**src/rtl/medidor_timer.sv**
```systemverilog
`default_nettype none
// ============================================================================
// Module   : medidor_timer
// Purpose  : Measures the high (on) and low (interval) phase lengths of the
//            entrada pulse train in ticks of CLK_DIV clk cycles. It publishes
//            one result pair per complete period, with a one-cycle strobe.
// Option   : MEDIDOR_TIMEOUT_EN enables stuck-line detection (sem_sinal).
// Revision : 1.0 - initial release
// ============================================================================
module medidor_timer #(
  parameter int CLK_DIV = 1000,
  parameter int W       = 5
) (
  input  logic         clk,
  input  logic         rst_n,
  input  logic         entrada,
  output logic [W-1:0] tempo_medido,
  output logic [W-1:0] intervalo_medido,
  output logic         valido,
  output logic         estouro,
  output logic         sem_sinal
);

  localparam logic [1:0]   ST_ESPERA     = 2'd0;
  localparam logic [1:0]   ST_MEDE_ALTO  = 2'd1;
  localparam logic [1:0]   ST_MEDE_BAIXO = 2'd2;
  localparam logic [15:0]  PRE_MAX       = 16'(CLK_DIV - 1);
  localparam logic [W-1:0] CNT_MAX       = {W{1'b1}};
  localparam logic [W-1:0] CNT_ONE       = {{(W-1){1'b0}}, 1'b1};

  logic         sync1_q, sync2_q, hist_q;
  logic [1:0]   state_q, state_d;
  logic [15:0]  pre_q, pre_d, pre_cur;
  logic [W-1:0] cnt_q, cnt_d, alto_q, alto_d;
  logic         sat_q, sat_d, sat_alto_q, sat_alto_d;
  logic [W-1:0] tempo_q, tempo_d, intervalo_q, intervalo_d;
  logic         valido_q, valido_d, estouro_q, estouro_d;
  logic         rise, fall, edge_det, tick, timeout;

  assign rise     = sync2_q & ~hist_q;
  assign fall     = ~sync2_q & hist_q;
  assign edge_det = rise | fall;

  // The edge cycle itself counts as prescaler position 0, so a phase of
  // N cycles yields floor(N/CLK_DIV) ticks before the closing edge.
  assign pre_cur = edge_det ? 16'd0 : pre_q;
  assign tick    = ~edge_det && (pre_q == PRE_MAX) && (state_q != ST_ESPERA);

`ifdef MEDIDOR_TIMEOUT_EN
  assign timeout = tick && (cnt_q == CNT_MAX) && sat_q;
`else
  assign timeout = 1'b0;
`endif

  always_ff @(posedge clk) begin
    if (!rst_n) begin
      sync1_q     <= 1'b1;
      sync2_q     <= 1'b1;
      hist_q      <= 1'b1;
      state_q     <= ST_ESPERA;
      pre_q       <= '0;
      cnt_q       <= '0;
      sat_q       <= 1'b0;
      alto_q      <= '0;
      sat_alto_q  <= 1'b0;
      tempo_q     <= '0;
      intervalo_q <= '0;
      valido_q    <= 1'b0;
      estouro_q   <= 1'b0;
    end else begin
      sync1_q     <= entrada;
      sync2_q     <= sync1_q;
      hist_q      <= sync2_q;
      state_q     <= state_d;
      pre_q       <= pre_d;
      cnt_q       <= cnt_d;
      sat_q       <= sat_d;
      alto_q      <= alto_d;
      sat_alto_q  <= sat_alto_d;
      tempo_q     <= tempo_d;
      intervalo_q <= intervalo_d;
      valido_q    <= valido_d;
      estouro_q   <= estouro_d;
    end
  end

  always_comb begin
    state_d = state_q;
    case (state_q)
      ST_ESPERA: begin
        if (rise) state_d = ST_MEDE_ALTO;
      end
      ST_MEDE_ALTO: begin
        if (fall)         state_d = ST_MEDE_BAIXO;
        else if (timeout) state_d = ST_ESPERA;
      end
      ST_MEDE_BAIXO: begin
        if (rise)         state_d = ST_MEDE_ALTO;
        else if (timeout) state_d = ST_ESPERA;
      end
      default: state_d = ST_ESPERA;
    endcase
  end

  always_comb begin
    pre_d       = (pre_cur == PRE_MAX) ? 16'd0 : pre_cur + 16'd1;
    cnt_d       = cnt_q;
    sat_d       = sat_q;
    alto_d      = alto_q;
    sat_alto_d  = sat_alto_q;
    tempo_d     = tempo_q;
    intervalo_d = intervalo_q;
    estouro_d   = estouro_q;
    valido_d    = 1'b0;

    if (edge_det) begin
      cnt_d = '0;
      sat_d = 1'b0;
    end else if (tick) begin
      if (cnt_q == CNT_MAX) sat_d = 1'b1;
      else                  cnt_d = cnt_q + CNT_ONE;
    end

    if (((state_q == ST_ESPERA) && !rise) || timeout) begin
      pre_d = 16'd0;
      cnt_d = '0;
      sat_d = 1'b0;
    end

    if ((state_q == ST_MEDE_ALTO) && fall) begin
      alto_d     = cnt_q;
      sat_alto_d = sat_q;
    end

    if ((state_q == ST_MEDE_BAIXO) && rise) begin
      tempo_d     = alto_q;
      intervalo_d = cnt_q;
      estouro_d   = sat_alto_q | sat_q;
      valido_d    = 1'b1;
    end
  end

`ifdef MEDIDOR_TIMEOUT_EN
  logic sem_sinal_q, sem_sinal_d;

  always_comb begin
    sem_sinal_d = sem_sinal_q;
    if (timeout)   sem_sinal_d = 1'b1;
    else if (rise) sem_sinal_d = 1'b0;
  end

  always_ff @(posedge clk) begin
    if (!rst_n) sem_sinal_q <= 1'b0;
    else        sem_sinal_q <= sem_sinal_d;
  end

  assign sem_sinal = sem_sinal_q;
`else
  assign sem_sinal = 1'b0;
`endif

  assign tempo_medido     = tempo_q;
  assign intervalo_medido = intervalo_q;
  assign valido           = valido_q;
  assign estouro          = estouro_q;

endmodule
`default_nettype wire

```
**config.mk**
```make
export PLATFORM = sky130hd
export DESIGN_NAME = medidor_timer
export DESIGN_NICKNAME = d
export VERILOG_FILES = /design/src/rtl/medidor_timer.sv
export SDC_FILE = /design/constraint.sdc
export NUM_CORES = 1
export LEC_CHECK = 0
export CELL_PAD_IN_SITES_DETAIL_PLACEMENT = 1
export CELL_PAD_IN_SITES_GLOBAL_PLACEMENT = 2
export CORE_ASPECT_RATIO = 0.8
export CORE_MARGIN = 3
export CORE_UTILIZATION = 35
export CTS_CLUSTER_SIZE = 10
export DETAILED_ROUTE_END_ITERATION = 7
export GPL_ROUTABILITY_DRIVEN = 1
export HOLD_SLACK_MARGIN = 0.06
export PLACE_DENSITY = 0.82
export SETUP_SLACK_MARGIN = 0.4
export SLEW_MARGIN = 5
export SYNTH_ARGS = -nofsm -noshare
export SYNTH_HDL_FRONTEND = slang
export SYNTH_SLANG_ARGS = --single-unit
```
**constraint.sdc**
```tcl
create_clock -name clk -period 2.7 [get_ports clk]
set_input_delay 0.54 -clock clk [delete_from_list [all_inputs] [get_ports clk]]
set_output_delay 0.54 -clock clk [all_outputs]
set_load 0.02 [all_outputs]
```
==> key figures <==
Critical path
  • Worst-path cell chain: inv_1 -> ha_2 -> and2_1 -> ha_2 -> nand4_1 -> buf_4 -> buf_4 -> nor3_2 -> xnor2_1 -> nor2_1
  • WP data required: roughly 2.9 ns
  • R2R depth: 10
  • CP endpoint kind: register
  • Crit path arrival time: 2.35 ns
  • Critical path startpoint category: register
  • CP delay by family, top: adder cells
  • CP max-delay cell: ha_2
  • Crit. path cell count: 10
  • CP max stage delay: ~0.38 ns
  • Worst path bufs/invs: 3
  • Crit path max fanout: 8
  • Critical path class: register to register

Timing
  • Slew Limit Fails: 0
  • Fin crit period: 2.16 ns
  • Worst Skew: 0.0106 ns
  • Final setup viols: 0
  • Fmax: about 460 MHz
  • Final Hold Viols: 0
  • RSZ-0062 raised after global routing: false
  • Setup TNS: 0 ns
  • Rel. slew slack: 0.661
  • Final setup margin: 0.538 ns
  • Slew @ Worst Pin: 0.504 ns
  • Period utilization: 0.801

Global route
  • Initial antenna violation count: 0
  • Number of global-route vias before repair: ~1500
  • Largest net degree at the start of global routing: 24
  • Total track usage: 0.150
  • First-pass GRT wire length: 7380 um
  • Total grt overflow: 0

Synthesis
  • Syn Nets: ~220
  • Area share of the largest cell type after synthesis: 0.465
  • Mean Syn Cell Area: 9.06 sq um
  • Dominant cells by area after synthesis: dfxtp_1 (46%), nand2_1 (6.8%), a21boi_0 (4.3%)
  • FF+latch count, synth: 45
  • Synthesized area: 0.00194 sq mm
  • Synth cell types: 40
  • Cells after Synth: 214
  • Sequential area share after synthesis: 0.465
  • Synth area leader: dfxtp_1
  • Warnings from Yosys: 0

Finish
  • Area of the multi-input gates: approximately 0.0010 sq mm
  • Post-layout utilization of the core: 0.438
  • Fillers: between 500 and 600
  • Commonest non-fill, non-tap cell in the layout: dfxtp_1
  • Most frequent cells in the layout: dfxtp_1 (45), nand2_1 (35), nor2_1 (17)
  • Nets@finish: 239
  • # diodes: 0
  • Share of layout cells above drive strength 1: 0.0991
  • Area Overhead vs Synth: 17.1%
  • Reg area: ~900 sq um

Power and ir drop
  • Power Dens Cells: 488 mW/mm^2
  • IR drop worst, VDD: between 0.2 and 0.25 mV
  • P_leak: 0.793 nW

Clocking
  • Clk sink count: 45
  • CTS tree: built
  • Insertion delay of the later-clocked pin in the worst-skew pair: around 0.3 ns
  • Root buffer cell: clkbuf_8
  • Worst-path clk slew: 0.08 ns
  • CTS buffer count: 5
  • Clock buffer depth: 2
  • H-tree level count: 2
  • Hold_buf cts: 0

Route
  • Post-Route WL: roughly 4300 um
  • Via count: 1491
  • Via-per-instance ratio: 5.07
  • Number of remaining DRC errors: 0
  • Initial DRC count: 58
  • WL per Instance: roughly 15 um
  • Post-route ant nets: 0
  • TritonRoute pass-1 iters: 4

Place
  • Pre-CTS setup slack: 0.313 ns
  • IO buf count: 14
  • Final Wtd Congestion: about 0.73
  • Post-DP HPWL: a little over 3000 um

Floorplan
  • # IOs: 16
  • FP Rows: 23
  • Initial Util: 0.374
  • Chip height: around 73 um
  • Die area: 0.00648 sq mm
  • Die X: a little under 90 um
  • Core Area: approximately 0.0052 sq mm

Hold path
  • Tightest Hold Check Type: register to register
  • Hold path depth: 1

Flow run
  • Total of max-cap violations: 0

Run status
  • Outcome: complete, no violations
-- logic make-up after synthesis --
| family | Yosys count | synth area share |
|---|---|---|
| AOI/OAI and AO/OA | 28 | 0.0936 |
| xor gates and xnor gates | 12 | 0.0542 |
| adders and majority gates | 5 | 0.0323 |
| buffers and inverters | 11 | 0.0258 |
| DFF | 45 | 0.465 |
| muxes | 6 | 0.0310 |
| other | 1 | 0.00193 |
| and+or+nand+nor | 106 | 0.297 |
-- what timing repair did --
item / CTS / global route
endpoints found under the setup margin: 11 / 17
resized for setup: 2 / 6
setup buffers: 0 / 2
pin swaps: 0 / 2
-- report_power, final --
part | leakage [nW] | switching, W | internal, W
combinational | 0.385 | 0.0000168 | 0.0000132
clock | 0.0450 | 0.000231 | 0.000180
sequential | 0.363 | 0.00000230 | 0.000666
total | 0.793 | 0.000250 | 0.000859
-- cell type report --
| class | instances | area share |
|---|---|---|
| clock buffers | 6 | 0.0320 |
| clock inverters | 2 | 0.00441 |
| inverters | 3 | 0.00496 |
| multi-input cells | 158 | 0.453 |
| flip-flops and latches | 45 | 0.397 |
| well taps | 62 | 0.0342 |
| repair buffers | 18 | 0.0749 |
-- stage by stage --
step | instances | power (W) | hold slack [ns] | instance area [sq um]
after CTS | 292 | 0.00112 | 0.435 | 2230
after global routing | 294 | 0.00115 | 0.449 | 2270
after global placement | 284 | 0.000714 | 0.438 | 2130
final | 294 | 0.00111 | 0.434 | 2270
after floorplan | 214 | 0.000704 | 0.386 | 1940
after detailed placement | 284 | 0.000714 | 0.406 | 2130
-- path summary, 6_finish.rpt --
path         endpoint  slack (ns)    start
max          pre_q[8]        0.54  sync2_q
min reg2reg   sync2_q        0.43  sync1_q
min           sync2_q        0.43  sync1_q
max reg2reg  pre_q[8]        0.54  sync2_q
-- flip-flops by register name, summed over array words and instances (netlist names) --
| name | cells |
|---|---|
| alto_q | 5 |
| cnt_q | 5 |
| estouro | 1 |
| hist_q | 1 |
| intervalo_medido | 5 |
| pre_q | 16 |
| sat_alto_q | 1 |
| sat_q | 1 |
| state_q | 2 |
| sync1_q | 1 |
| sync2_q | 1 |
| tempo_medido | 5 |
| valido | 1 |
-- cell usage after synthesis, drive strengths merged --
cell	n
dfxtp	45
nand2	35
nor2	18
a21boi	11
a21oi	8
nor2b	8
xor2	7
and2	6
mux2i	6
nand3	6
nand4	6
clkbuf	5
ha	5
xnor2	5
and3	4
nor4	4
o21ai	4
and4	3
buf	3
inv	3
nor3	3
or3	3
nand2b	2
nand4b	2
o31ai	2
or4	2
a31oi	1
conb	1
nand3b	1
nand4bb	1
nor3b	1
o31a	1
o41ai	1
or3b	1
-- layer usage --
metal	vias up	routed length (um)	GRT usage
met1	701	2390	0.222
met5	-	0	0
li1	767	-	-
met2	15	1700	0.207
met3	8	106	0.0339
met4	0	82	0.0645
Power figures use the tool's default switching activity.
